### src/rtl/regfile_pkg.sv
// Shared definitions for the ID-stage register file with pending-write scoreboard.
// Holds the default geometry (data width, register count, read-port count),
// the address-width helper and an address typedef for the default geometry.
package regfile_pkg;

    localparam int DEF_DATA_W   = 32;
    localparam int DEF_NUM_REGS = 15;
    localparam int DEF_NUM_RD   = 2;

    // One spare code beyond the last register so that an "out of range"
    // address (e.g. R15/PC, which lives outside this file) is representable.
    function automatic int addr_w(input int num_regs);
        return $clog2(num_regs + 1);
    endfunction

    localparam int DEF_ADDR_W = addr_w(DEF_NUM_REGS);

    typedef logic [DEF_ADDR_W-1:0] reg_addr_t;

endpackage

### src/rtl/regfile_sb_scoreboard.sv
// Pending-write scoreboard for the register file.
// One pending bit per register: set when an instruction targeting the register
// issues, cleared when its writeback lands. A same-cycle issue wins over a
// writeback because the issuing instruction is the younger producer.
// Ports:
//   clk, rst          clock, asynchronous active-low reset
//   iss_en/iss_addr   destination of the instruction issuing this cycle
//   wb_en/wb_addr     register being written back this cycle
//   pending           current pending vector (registered)
//   any_pending       OR of all pending bits
module rf_scoreboard
    import regfile_pkg::*;
#(
    parameter int NUM_REGS = DEF_NUM_REGS,
    parameter int ADDR_W   = addr_w(NUM_REGS)
) (
    input  logic                clk,
    input  logic                rst,
    input  logic                iss_en,
    input  logic [ADDR_W-1:0]   iss_addr,
    input  logic                wb_en,
    input  logic [ADDR_W-1:0]   wb_addr,
    output logic [NUM_REGS-1:0] pending,
    output logic                any_pending
);

    logic [NUM_REGS-1:0] pending_reg;
    logic [NUM_REGS-1:0] pending_next;

    // Out-of-range addresses never match any register index, so they leave
    // the vector untouched without needing a separate range check.
    generate
        for (genvar gi = 0; gi < NUM_REGS; gi++) begin : g_bit
            assign pending_next[gi] =
                (iss_en && (iss_addr == ADDR_W'(gi))) ? 1'b1 :
                (wb_en  && (wb_addr  == ADDR_W'(gi))) ? 1'b0 :
                                                        pending_reg[gi];
        end
    endgenerate

    always_ff @(posedge clk or negedge rst) begin
        if (!rst) begin
            pending_reg <= '0;
        end else begin
            pending_reg <= pending_next;
        end
    end

    assign pending     = pending_reg;
    assign any_pending = |pending_reg;

endmodule

### src/rtl/regfile_sb.sv
// Multi-read-port register file with writeback bypass and per-register
// pending-write scoreboard, used by the ID stage and its hazard unit.
// Ports:
//   clk, rst             clock, asynchronous active-low reset
//   rd_addr/rd_data      NUM_RD packed read ports, combinational, with bypass
//   rd_pending           per-port pending flag of the addressed register
//   wb_en/wb_addr/wb_data writeback port
//   iss_en/iss_addr      destination of the instruction issuing this cycle
//   any_pending          any register still awaiting its writeback
module regfile_sb
    import regfile_pkg::*;
#(
    parameter int DATA_W   = DEF_DATA_W,
    parameter int NUM_REGS = DEF_NUM_REGS,
    parameter int NUM_RD   = DEF_NUM_RD,
    parameter int ADDR_W   = addr_w(NUM_REGS)
) (
    input  logic                     clk,
    input  logic                     rst,
    input  logic [NUM_RD*ADDR_W-1:0] rd_addr,
    output logic [NUM_RD*DATA_W-1:0] rd_data,
    output logic [NUM_RD-1:0]        rd_pending,
    input  logic                     wb_en,
    input  logic [ADDR_W-1:0]        wb_addr,
    input  logic [DATA_W-1:0]        wb_data,
    input  logic                     iss_en,
    input  logic [ADDR_W-1:0]        iss_addr,
    output logic                     any_pending
);

    localparam logic [ADDR_W-1:0] REG_LIMIT = ADDR_W'(NUM_REGS);
    localparam int                ADDR_SPAN = 2 ** ADDR_W;

    // Reset loads each register with its own index, so the array is kept in
    // flops rather than block RAM.
    logic [DATA_W-1:0]    rf_reg [NUM_REGS];
    logic [NUM_REGS-1:0]  pending;
    logic [ADDR_SPAN-1:0] pending_ext;
    logic                 wb_valid;

    assign wb_valid = wb_en && (wb_addr < REG_LIMIT);

    always_ff @(posedge clk or negedge rst) begin
        if (!rst) begin
            for (int i = 0; i < NUM_REGS; i++) begin
                rf_reg[i] <= DATA_W'(i);
            end
        end else if (wb_valid) begin
            rf_reg[wb_addr] <= wb_data;
        end
    end

    rf_scoreboard #(
        .NUM_REGS (NUM_REGS),
        .ADDR_W   (ADDR_W)
    ) u_scoreboard (
        .clk         (clk),
        .rst         (rst),
        .iss_en      (iss_en),
        .iss_addr    (iss_addr),
        .wb_en       (wb_en),
        .wb_addr     (wb_addr),
        .pending     (pending),
        .any_pending (any_pending)
    );

    // Widened so that every address code indexes a real bit.
    assign pending_ext = {{(ADDR_SPAN - NUM_REGS){1'b0}}, pending};

    generate
        for (genvar gi = 0; gi < NUM_RD; gi++) begin : g_rd
            logic [ADDR_W-1:0] addr;
            logic              in_range;
            logic              wb_hit;

            assign addr     = rd_addr[gi*ADDR_W +: ADDR_W];
            assign in_range = addr < REG_LIMIT;
            // While reset is held the outputs must show the reset contents,
            // so a writeback presented during reset is not forwarded.
            assign wb_hit   = rst && wb_en && (wb_addr == addr);

            assign rd_data[gi*DATA_W +: DATA_W] =
                !in_range ? '0 :
                wb_hit    ? wb_data :
                            rf_reg[addr];

            // The completing writeback is already visible via the bypass,
            // so it must not stall the consumer.
            assign rd_pending[gi] = in_range && pending_ext[addr] && !wb_hit;
        end
    endgenerate

endmodule

### config.mk
export PLATFORM = sky130hd
export DESIGN_NAME = regfile_sb
export DESIGN_NICKNAME = d
export VERILOG_FILES = /design/src/rtl/regfile_pkg.sv /design/src/rtl/regfile_sb_scoreboard.sv /design/src/rtl/regfile_sb.sv
export SDC_FILE = /design/constraint.sdc
export NUM_CORES = 1
export LEC_CHECK = 0
export BUFFER_PORTS_ARGS = -buffer_cell sky130_fd_sc_hd__clkbuf_2
export CAP_MARGIN = 20
export CORE_ASPECT_RATIO = 0.6
export CORE_MARGIN = 1
export CORE_UTILIZATION = 53
export DETAILED_ROUTE_END_ITERATION = 8
export PLACE_DENSITY = 0.7
export SLEW_MARGIN = 15
export SYNTH_ARGS = -nofsm -noshare
export SYNTH_HDL_FRONTEND = slang
export SYNTH_HIERARCHICAL = 1
export SYNTH_SLANG_ARGS = --single-unit
### constraint.sdc
create_clock -name clk -period 1.87 [get_ports clk]
set_input_delay 0.0935 -clock clk [delete_from_list [all_inputs] [get_ports clk]]
set_output_delay 0.0935 -clock clk [all_outputs]
set_load 0.03 [all_outputs]
==> flow_summary.rst <==
.. list-table::
   :header-rows: 1

   * - Metric
     - Value
   * - Status
     - complete, but fails checks
   * - Violations in the final reports
     - design-rule violations, negative setup slack
   * - Die Area
     - about 53,000 um2
   * - Worst Tran Pin Value
     - 0.679 ns
   * - Unrepaired setup endpoints after global routing
     - yes
   * - CTS tree
     - done
   * - Vias in the first global route
     - about 21,000
   * - Largest clock skew in the final design
     - 0 ns
   * - Largest net degree at the start of global routing
     - 106
   * - Finish-stage setup viols
     - between 60 and 70
   * - Setup WS post-layout
     - -0.483 ns
   * - Required arrival time at the worst endpoint
     - 1.78 ns
   * - Sequential fraction of the synthesis area
     - a little under half
   * - Post-synth top area share
     - 42.6%
   * - Buffers on Ports
     - around 120
   * - Overflow left after global routing
     - 0
   * - Finished Layout Cells
     - 3,054
   * - Maximum Capacitance Violations
     - 0
   * - Detailed-route wire length per cell
     - between 20 and 30 um
   * - Peak fanout along the critical path
     - 4
   * - Power after layout
     - between 30 and 40 mW
   * - Top achievable clock speed
     - ~0.43 GHz
   * - Gate count of the mapped netlist
     - between 2,000 and 2,500
   * - Crit end category
     - primary output
   * - Total number of H-tree levels
     - 2
   * - Buffers from clock root to sink, at most
     - 3
   * - Count of vias placed by the detailed router
     - a little over 20,000
   * - Arrival time at the worst endpoint
     - 2.26 ns
   * - Initial core utilization
     - between 50% and 60%
   * - Max Transition Viols Final
     - 0
   * - Post-synthesis average cell area
     - 13.4 um2
   * - Detail-routed via count per cell
     - between 6 and 7
   * - Final #Nets
     - around 2,400
   * - DRC violation total after the first TritonRoute iteration
     - 1,940
   * - Clock transition at path regs
     - 0.06 ns
   * - Proportion of layout cells with a drive suffix above 1
     - between 40 and 50%
   * - Gpl congestion
     - approximately 0.86
   * - Hold crit path type
     - in2reg
   * - Netlist area before placement
     - 27,400 um2
   * - Total inserted antenna cells
     - 0
   * - Leakage
     - 14.6 nW
   * - Number of top-level pins
     - 119
   * - Largest area contributor in the synthesized netlist
     - dfrtp_1
   * - Number of sinks driven by the clock tree
     - 495
   * - Die H
     - roughly 180 um
   * - Minimum clock period after layout
     - 2.35 ns
   * - Sum of net half-perimeters after detailed placement
     - roughly 56,000 um
   * - Fraction of registers with async set or reset after synthesis
     - 100%
   * - Number of enable-type register cells in the synthesized netlist
     - 0
   * - Overall Global Routing Usage
     - around 33%
   * - Dominant synthesized flop cell
     - dfrtp_1
   * - Distinct cell type count of the synthesized netlist
     - 51
   * - Placed Cells
     - 2,846
   * - Max FFs per register
     - 480
   * - First-pass detailed-route iteration total
     - 9
   * - Cell chosen for the clock root
     - clkbuf_16
   * - Antenna-violating nets left
     - 0
   * - Syn_nets
     - 2,098
   * - Share of the clock period used by the worst path after layout
     - 126%
   * - Worst Setup Path Type
     - reg2out
   * - Total core area
     - around 51,000 um2
   * - Inserted Clock Buffers
     - 48
   * - Antenna violations before repair
     - 0
   * - FP Rows
     - 64
   * - Final hold vios
     - 0
   * - Worst setup SP type
     - flip-flop
   * - Hold Slack
     - 0.0417 ns
   * - Seq cells post-synth
     - roughly 500
   * - Worst-case vdd ir drop
     - between 0.0007 and 0.0008 V
   * - Power density over cell area
     - 1030 nW/um2
   * - Area Growth Syn to Fin
     - 23.6%
   * - Wirelength, routed
     - 85,700 um
   * - Number of warning messages in the yosys log
     - 6
   * - Die Span X
     - between 200 and 300 um
   * - Cell types occupying the most area after synthesis
     - dfrtp_1 43%, mux4_2 14%, mux2_2 13%
   * - Max-slew headroom
     - around 55%
   * - Residual DRC count
     - 1
   * - Worst-skew pair later-pin latency
     - around 0.58 ns
   * - First-pass GRT wire length
     - roughly 130,000 um
==> layer usage <==
layer  part of all wire, %  up-vias  global-route usage, %  routed length (um)
met3                   8.2      176                   5.96                7060
met1                    43    10700                   47.4               36700
met4                   2.7        0                   8.81                2330
met2                    46      972                   52.0               39600
met5                     0        -                      0                   0
li1                      -     8414                      -                   -
==> Yosys cell counts, types with 32 or more instances <==
library cell	instances
dfrtp_1	467
mux2_2	320
mux4_2	168
mux2i_1	160
mux2_1	128
clkbuf_1	98
buf_2	84
nand2_1	73
o211ai_1	62
o21ai_0	62
nor2_1	45
inv_1	33
nor3_1	33
o221ai_1	32
o2bb2ai_1	32
==> logic make-up (layout without fill, tap and decap cells) <==
group | Yosys count | count (layout) | share of synthesized area [%]
xor+xnor | 8 | 8 | 0.255
flops | 495 | 495 | 45.3
buf+inv | 246 | 561 | 4.17
compound gates | 322 | 322 | 8.83
mux | 776 | 776 | 38.0
simple gates | 199 | 199 | 3.44
==> worst max-delay path, stage by stage, from the launching register on <==
cell and delay [ns]:
dfrtp_1 0.43, mux4_2 0.47, mux4_2 0.50, nor2b_4 0.16, buf_8 0.13
==> report_power, final <==
part           switching (mW)  internal [mW]  total, mW  leakage, nW
combinational            4.34           5.72       10.1         7.82
sequential               1.93           13.3       15.3         6.01
clock                    4.31           5.22       9.53        0.730
==> path summary, 6_finish.rpt <==
check / from / cells past startpoint / to / slack (ns)
setup / recovery: u_scoreboard/pending[8] / 4 / rd_pending[0] / -0.48
hold / removal: wb_data[15] / 3 / rf_reg[47] / 0.04
setup reg to reg: u_scoreboard/pending[4] / 4 / u_scoreboard/pending[4] / 0.47
hold reg to reg: rf_reg[276] / 1 / rf_reg[276] / 0.51
max in group asynchronous: rst / 4 / rf_reg[97] / 0.11
min in group asynchronous: rst / 2 / rf_reg[23] / 0.14
==> cell usage in the layout, fill, tap and decap left out, drive strengths merged, types with 32 or more instances in the layout <==
cell type    instances
mux2               448
o211ai              62
o221ai              32
o2bb2ai             32
nor2                45
mux2i              160
clkbuf             158
dlygate4sd3         37
nor3                34
dfrtp              467
nand2               73
mux4               168
inv                 34
o21ai               62
buf                319
==> final cells by class <==
| type | instances | area, um2 |
|---|---|---|
| timing repair buffer | 441 | 4570 |
| inverter | 33 | 124 |
| clock buffer | 73 | 1380 |
| sequential | 495 | 12400 |
| tap | 693 | 867 |
| clock inverter | 14 | 119 |
| multi-input combinational | 1305 | 14400 |
| fill | 3671 | 17100 |
==> per-stage QoR <==
step	worst slack [ns]	TNS (ns)	util [%]	instance area [um2]
global route	-0.518	-26.60	66.5	33900
global placement	-0.379	-2.02	60.1	30700
finish	-0.483	-21.91	66.5	33900
floorplan	0.00142	0	-	27600
CTS	-0.509	-23.75	65.8	33600
detailed placement	-0.378	-2.44	60.1	30700
==> timing repair <==
| action | CTS | global route |
|---|---|---|
| resized for setup | 144 | 54 |
| endpoints found under the hold margin | 383 | 0 |
| hold buffers | 37 | 0 |
| setup buffers | 63 | 23 |
| setup endpoints to repair | 66 | 110 |
| pin swaps | 105 | 43 |
Power figures use the tool's default switching activity.
